[src/rtl/insn_decode.sv]
`default_nettype none
// +----------------------------------------------------------------------------+
// | Module      : insn_decode                                                  |
// | Description : RV32 decode stage with a 32-entry register file. Accepts one |
// |               instruction per cycle through a valid/ready handshake and    |
// |               presents a single registered bundle of decoded fields and    |
// |               operand values one cycle later.                              |
// | Config macro: INSN_DECODE_BYPASS_EN                                        |
// |               defined   -> same-cycle writeback is forwarded into operands |
// |               undefined -> the decoder stalls on a writeback hazard        |
// | Revision    : 1.0 - initial release                                        |
// +----------------------------------------------------------------------------+
module insn_decode #(
  parameter int XLEN = 32
) (
  input  logic            clk,
  input  logic            rst,
  input  logic            in_valid,
  output logic            in_ready,
  input  logic [31:0]     insn,
  input  logic            wb_enable,
  input  logic [4:0]      wb_idx,
  input  logic [XLEN-1:0] wb_data,
  output logic            out_valid,
  input  logic            out_ready,
  output logic [6:0]      opcode,
  output logic [2:0]      funct3,
  output logic [6:0]      funct7,
  output logic [19:0]     imm,
  output logic [XLEN-1:0] rs1,
  output logic [XLEN-1:0] rs2,
  output logic [4:0]      rd_idx,
  output logic            illegal,
  output logic [31:0]     decode_count
);

  localparam logic [6:0] c_OP_LUI = 7'b0110111;
  localparam logic [6:0] c_OP_REG = 7'b0110011;
  localparam logic [6:0] c_OP_IMM = 7'b0010011;

  logic [XLEN-1:0] rf_q [32];
  logic [XLEN-1:0] rf_d [32];

  logic            out_valid_q, out_valid_d;
  logic [6:0]      opcode_q, opcode_d;
  logic [2:0]      funct3_q, funct3_d;
  logic [6:0]      funct7_q, funct7_d;
  logic [19:0]     imm_q, imm_d;
  logic [XLEN-1:0] rs1_q, rs1_d;
  logic [XLEN-1:0] rs2_q, rs2_d;
  logic [4:0]      rd_idx_q, rd_idx_d;
  logic            illegal_q, illegal_d;
  logic [31:0]     decode_count_q, decode_count_d;

  logic [4:0]      rs1_idx;
  logic [4:0]      rs2_idx;
  logic            wb_hit;
  logic            rs1_match;
  logic            rs2_match;
  logic            hazard;
  logic            accept;
  logic [XLEN-1:0] rs1_val;
  logic [XLEN-1:0] rs2_val;

  assign rs1_idx   = insn[19:15];
  assign rs2_idx   = insn[24:20];
  // x0 is never written, so a writeback to it never counts as a hit
  assign wb_hit    = wb_enable && (wb_idx != 5'd0);
  assign rs1_match = wb_hit && (wb_idx == rs1_idx);
  assign rs2_match = wb_hit && (wb_idx == rs2_idx);

`ifdef INSN_DECODE_BYPASS_EN
  // Forward the in-flight writeback instead of stalling
  assign hazard  = 1'b0;
  assign rs1_val = rs1_match ? wb_data : rf_q[rs1_idx];
  assign rs2_val = rs2_match ? wb_data : rf_q[rs2_idx];
`else
  // Hold the instruction off until the writeback has landed in the file
  assign hazard  = rs1_match || rs2_match;
  assign rs1_val = rf_q[rs1_idx];
  assign rs2_val = rf_q[rs2_idx];
`endif

  assign in_ready = (!out_valid_q || out_ready) && !hazard;
  assign accept   = in_valid && in_ready;

  // Register file next state: apply the writeback strobe, x0 excluded
  always_comb begin
    rf_d = rf_q;
    if (wb_hit) begin
      rf_d[wb_idx] = wb_data;
    end
  end

  // Output bundle next state: load on accept, drop on consume, else hold
  always_comb begin
    out_valid_d    = out_valid_q;
    opcode_d       = opcode_q;
    funct3_d       = funct3_q;
    funct7_d       = funct7_q;
    imm_d          = imm_q;
    rs1_d          = rs1_q;
    rs2_d          = rs2_q;
    rd_idx_d       = rd_idx_q;
    illegal_d      = illegal_q;
    decode_count_d = decode_count_q;
    if (accept) begin
      out_valid_d    = 1'b1;
      opcode_d       = insn[6:0];
      funct3_d       = insn[14:12];
      funct7_d       = insn[31:25];
      rd_idx_d       = insn[11:7];
      decode_count_d = decode_count_q + 32'd1;
      case (insn[6:0])
        c_OP_LUI: begin
          imm_d     = insn[31:12];
          illegal_d = 1'b0;
        end
        c_OP_IMM: begin
          imm_d     = {{8{insn[31]}}, insn[31:20]};
          illegal_d = 1'b0;
        end
        c_OP_REG: begin
          imm_d     = 20'd0;
          illegal_d = 1'b0;
        end
        default: begin
          imm_d     = 20'd0;
          illegal_d = 1'b1;
        end
      endcase
      // Unsupported opcodes carry no operands
      rs1_d = illegal_d ? '0 : rs1_val;
      rs2_d = illegal_d ? '0 : rs2_val;
    end else if (out_ready) begin
      out_valid_d = 1'b0;
    end
  end

  // State registers; reset clears the file and drops any pending bundle
  always_ff @(posedge clk) begin
    if (rst) begin
      for (int i = 0; i < 32; i++) begin
        rf_q[i] <= '0;
      end
      out_valid_q    <= 1'b0;
      opcode_q       <= '0;
      funct3_q       <= '0;
      funct7_q       <= '0;
      imm_q          <= '0;
      rs1_q          <= '0;
      rs2_q          <= '0;
      rd_idx_q       <= '0;
      illegal_q      <= 1'b0;
      decode_count_q <= '0;
    end else begin
      rf_q           <= rf_d;
      out_valid_q    <= out_valid_d;
      opcode_q       <= opcode_d;
      funct3_q       <= funct3_d;
      funct7_q       <= funct7_d;
      imm_q          <= imm_d;
      rs1_q          <= rs1_d;
      rs2_q          <= rs2_d;
      rd_idx_q       <= rd_idx_d;
      illegal_q      <= illegal_d;
      decode_count_q <= decode_count_d;
    end
  end

  assign out_valid    = out_valid_q;
  assign opcode       = opcode_q;
  assign funct3       = funct3_q;
  assign funct7       = funct7_q;
  assign imm          = imm_q;
  assign rs1          = rs1_q;
  assign rs2          = rs2_q;
  assign rd_idx       = rd_idx_q;
  assign illegal      = illegal_q;
  assign decode_count = decode_count_q;

endmodule
`default_nettype wire

[config.mk]
export PLATFORM = sky130hd
export DESIGN_NAME = insn_decode
export DESIGN_NICKNAME = d
export VERILOG_FILES = /design/src/rtl/insn_decode.sv
export SDC_FILE = /design/constraint.sdc
export NUM_CORES = 2
export LEC_CHECK = 0
export ABC_AREA = 0
export CAP_MARGIN = 20
export CORE_ASPECT_RATIO = 2
export CORE_UTILIZATION = 56
export DETAILED_ROUTE_END_ITERATION = 10
export PLACE_DENSITY = 0.74
export SLEW_MARGIN = 20
export SYNTH_ARGS = -nofsm -noshare
export SYNTH_HDL_FRONTEND = slang
export SYNTH_SLANG_ARGS = --single-unit
export TNS_END_PERCENT = 50
[constraint.sdc]
create_clock -name clk -period 3.1 [get_ports clk]
set_input_delay 0.31 -clock clk [delete_from_list [all_inputs] [get_ports clk]]
set_output_delay 0.31 -clock clk [all_outputs]
set_load 0.05 [all_outputs]
==> results.yml <==
run_status:
  status: "finished, final reports clean"
worst_setup_path:
  crit_slowest_cell: "clkdlybuf4s50_1"
  critPathTopFamily: "buffers and inverters"
  cp.arrival_ps: 2200
  crit_fanout: 2
  slowest_delay_ps: 890
  rrSetupSlack_ps: 880
  cp_num_buf_inv: 1
  crit_path_start_kind: "register"
  timing_worst_setup_path_type: "register to output port"
  cp-end-kind: "output port"
  worst_ep_required_time_ps: 2790
  crit_chain: "clkdlybuf4s50_1"
global_route:
  grt_pass1_wl_um: 324000
  grt_max_degree: 139
  antenna_found_initial: 12
  track_usage_pct: 42.5
  grt_overflow: 0
  grt_pass1_vias: 52818
timing:
  worstMarginPinSlew_ps: 1180
  hold_viol: 0
  clock.fmax_mhz: 399
  finalCritPeriodShare_pct: 80.9
  rsz0062_at_grt: "no"
  finalClockSkew_ps: 18.8
  tns_ps: 0
  maxSlewViolCount: 0
  fin_crit_ps: 2510
  slew_headroom_pct: 21.6
  setup_violations: 0
cts:
  cts_buffer_depth: 3
  cts-resized-gates: 0
  cts_tree: "done"
  clk_latency_ps: 750
  postCtsSetupBuffers: 0
  postCtsHoldBufs: 0
  cts.sinks: 1164
  htree_levels: 3
  path_clk_slew_ps: 70
  numCtsBuffers: 103
  clock_tree.root_cell: "clkbuf_16"
final_layout:
  n_fill_cell: 8087
  stdcell_count: 7993
  finalNetCount: 6630
  fin_area_um2: 65700
  syn_to_final_growth_pct: 15.3
  drive_above_1_share_pct: 15.2
  seq_area_um2: 23300
  multi_input_area_um2: 31400
die:
  fp.dieW_um: 228
  fp-row-count: 165
  fp.dieH_um: 453
  start_util_pct: 56.5
  ios: 215
  design.die.area_um2: 103000
  core_um2: 101000
placed_design:
  place_area_um2: 61800
  port_buffers: 214
  dp.cells: 7786
  place_hpwl_um: 139000
  place_congestion: 0.977
logic_synthesis:
  synth_top_cell_area_share_pct: 40.9
  ys_seq_area_share_pct: 40.9
  syn_nets: 6662
  synthArstFlopShare_pct: 0
  ys_warn_count: 0
  synthTopCellsByCount: "nand2_1 (2,134), dfxtp_1 (1,164), a21oi_1 (1,096)"
  synth_edf_count: 0
  synth_most_common_cell: "nand2_1"
  netlist_area_um2: 57000
  synth_flop_cell: "dfxtp_1"
  ys_ff_latch: 1164
  synth.distinct_cells: 53
  syn_area_per_cell_um2: 8.65
  syn_inst: 6587
  synth_area_leader_cell: "dfxtp_1"
  ys_top_cells_by_area: "dfxtp_1 (41%), mux4_2 (16%), nand2_1 (14%)"
power_and_ir_drop:
  p_total_uw: 33200
  peakVddDrop_mv: 0.424
  leakagePower_uw: 0.0218
  powerDensity_nw_per_um2: 506
drt:
  drt_iter0_markers: 7077
  wirelength_um: 222000
  vias: 54577
  viasPerCell: 6.83
  wl_per_cell_um: 27.7
  drc: 0
  drtAntennaViolNets: 0
  dr.pass1.iters: 6
flow_run:
  cap_violations: 0
worst_hold_path:
  hp-class: "input pin to register"
==> logic make-up after synthesis <==
family / after synthesis / share of synthesized area [%]
AOI/OAI and AO/OA: 1569 / 16.0
xor gates and xnor gates: 13 / 0.200
adders and majority gates: 1 / 0.0219
buffers and inverters: 668 / 4.69
DFF: 1164 / 40.9
muxes: 694 / 20.9
and+or+nand+nor: 2478 / 17.2
==> metrics by stage <==
stage | util [%] | hold WS, ps | setup slack, ps
6_report | 65.1 | 101 | 591
3_3_place_gp | 61.3 | 446 | 364
3_5_place_dp | 61.3 | 447 | 321
4_1_cts | 65.1 | 99.9 | 664
2_1_floorplan | - | 443 | 482
5_1_grt | 65.1 | 134 | 604
==> flip-flops by register name (all words and copies together), names as in the netlist <==
signal / count
illegal: 1
funct3: 3
decode_count: 32
opcode: 7
funct7: 7
rs1: 32
rs2: 32
rd_idx: 5
imm: 20
rf_q: 1024
out_valid: 1
==> cell usage in the layout (no fill, tap or decap), types with 15 or more instances in the layout <==
cell type        instances
nand2_1               2103
dfxtp_1               1164
a21oi_1               1096
mux4_2                 397
mux2i_1                282
buf_4                  242
clkdlybuf4s50_1        202
a22oi_1                153
clkbuf_16              107
nor2_1                  79
buf_12                  76
o21ai_0                 63
o2bb2ai_1               58
a221o_1                 55
nand3_1                 54
o211ai_1                52
nor2b_1                 42
nor2_4                  35
nand2b_1                31
nand2_2                 31
nor3_1                  27
a211oi_1                24
a221oi_1                23
bufinv_16               21
clkbuf_8                18
clkinv_2                18
mux2_2                  15
==> power by group <==
group,total [uW],switching (uW),leakage [uW],internal (uW)
Combinational,3310,2230,0.0105,1080
Clock,14800,6220,0.00189,8530
Sequential,15200,94.7,0.00939,15100
==> layout make-up <==
type | instances | area share (%)
antenna | 11 | 0.0419
clock buffer | 135 | 4.51
clock inverter | 61 | 1.38
inverter | 4 | 0.0228
multi-input combinational | 4755 | 47.8
sequential | 1164 | 35.4
tap | 1336 | 2.54
timing repair buffer | 527 | 8.28
==> path summary, 6_finish.rpt <==
path | start | depth (start not counted) | end
worst max-delay path | rs1[15] | 1 | rs1[15]
worst min register to register | funct7[1] | 2 | funct7[1]
worst min-delay path | rst | 2 | decode_count[0]
worst max register to register | decode_count[3] | 5 | decode_count[18]
==> layer usage <==
metal / global-route usage (%) / wire length (um)
met5: 0 / 93
met4: 39.1 / 23400
met3: 11.5 / 27200
met2: 66.1 / 101000
met1: 47.0 / 70200
(Power assumes the default switching activity.)
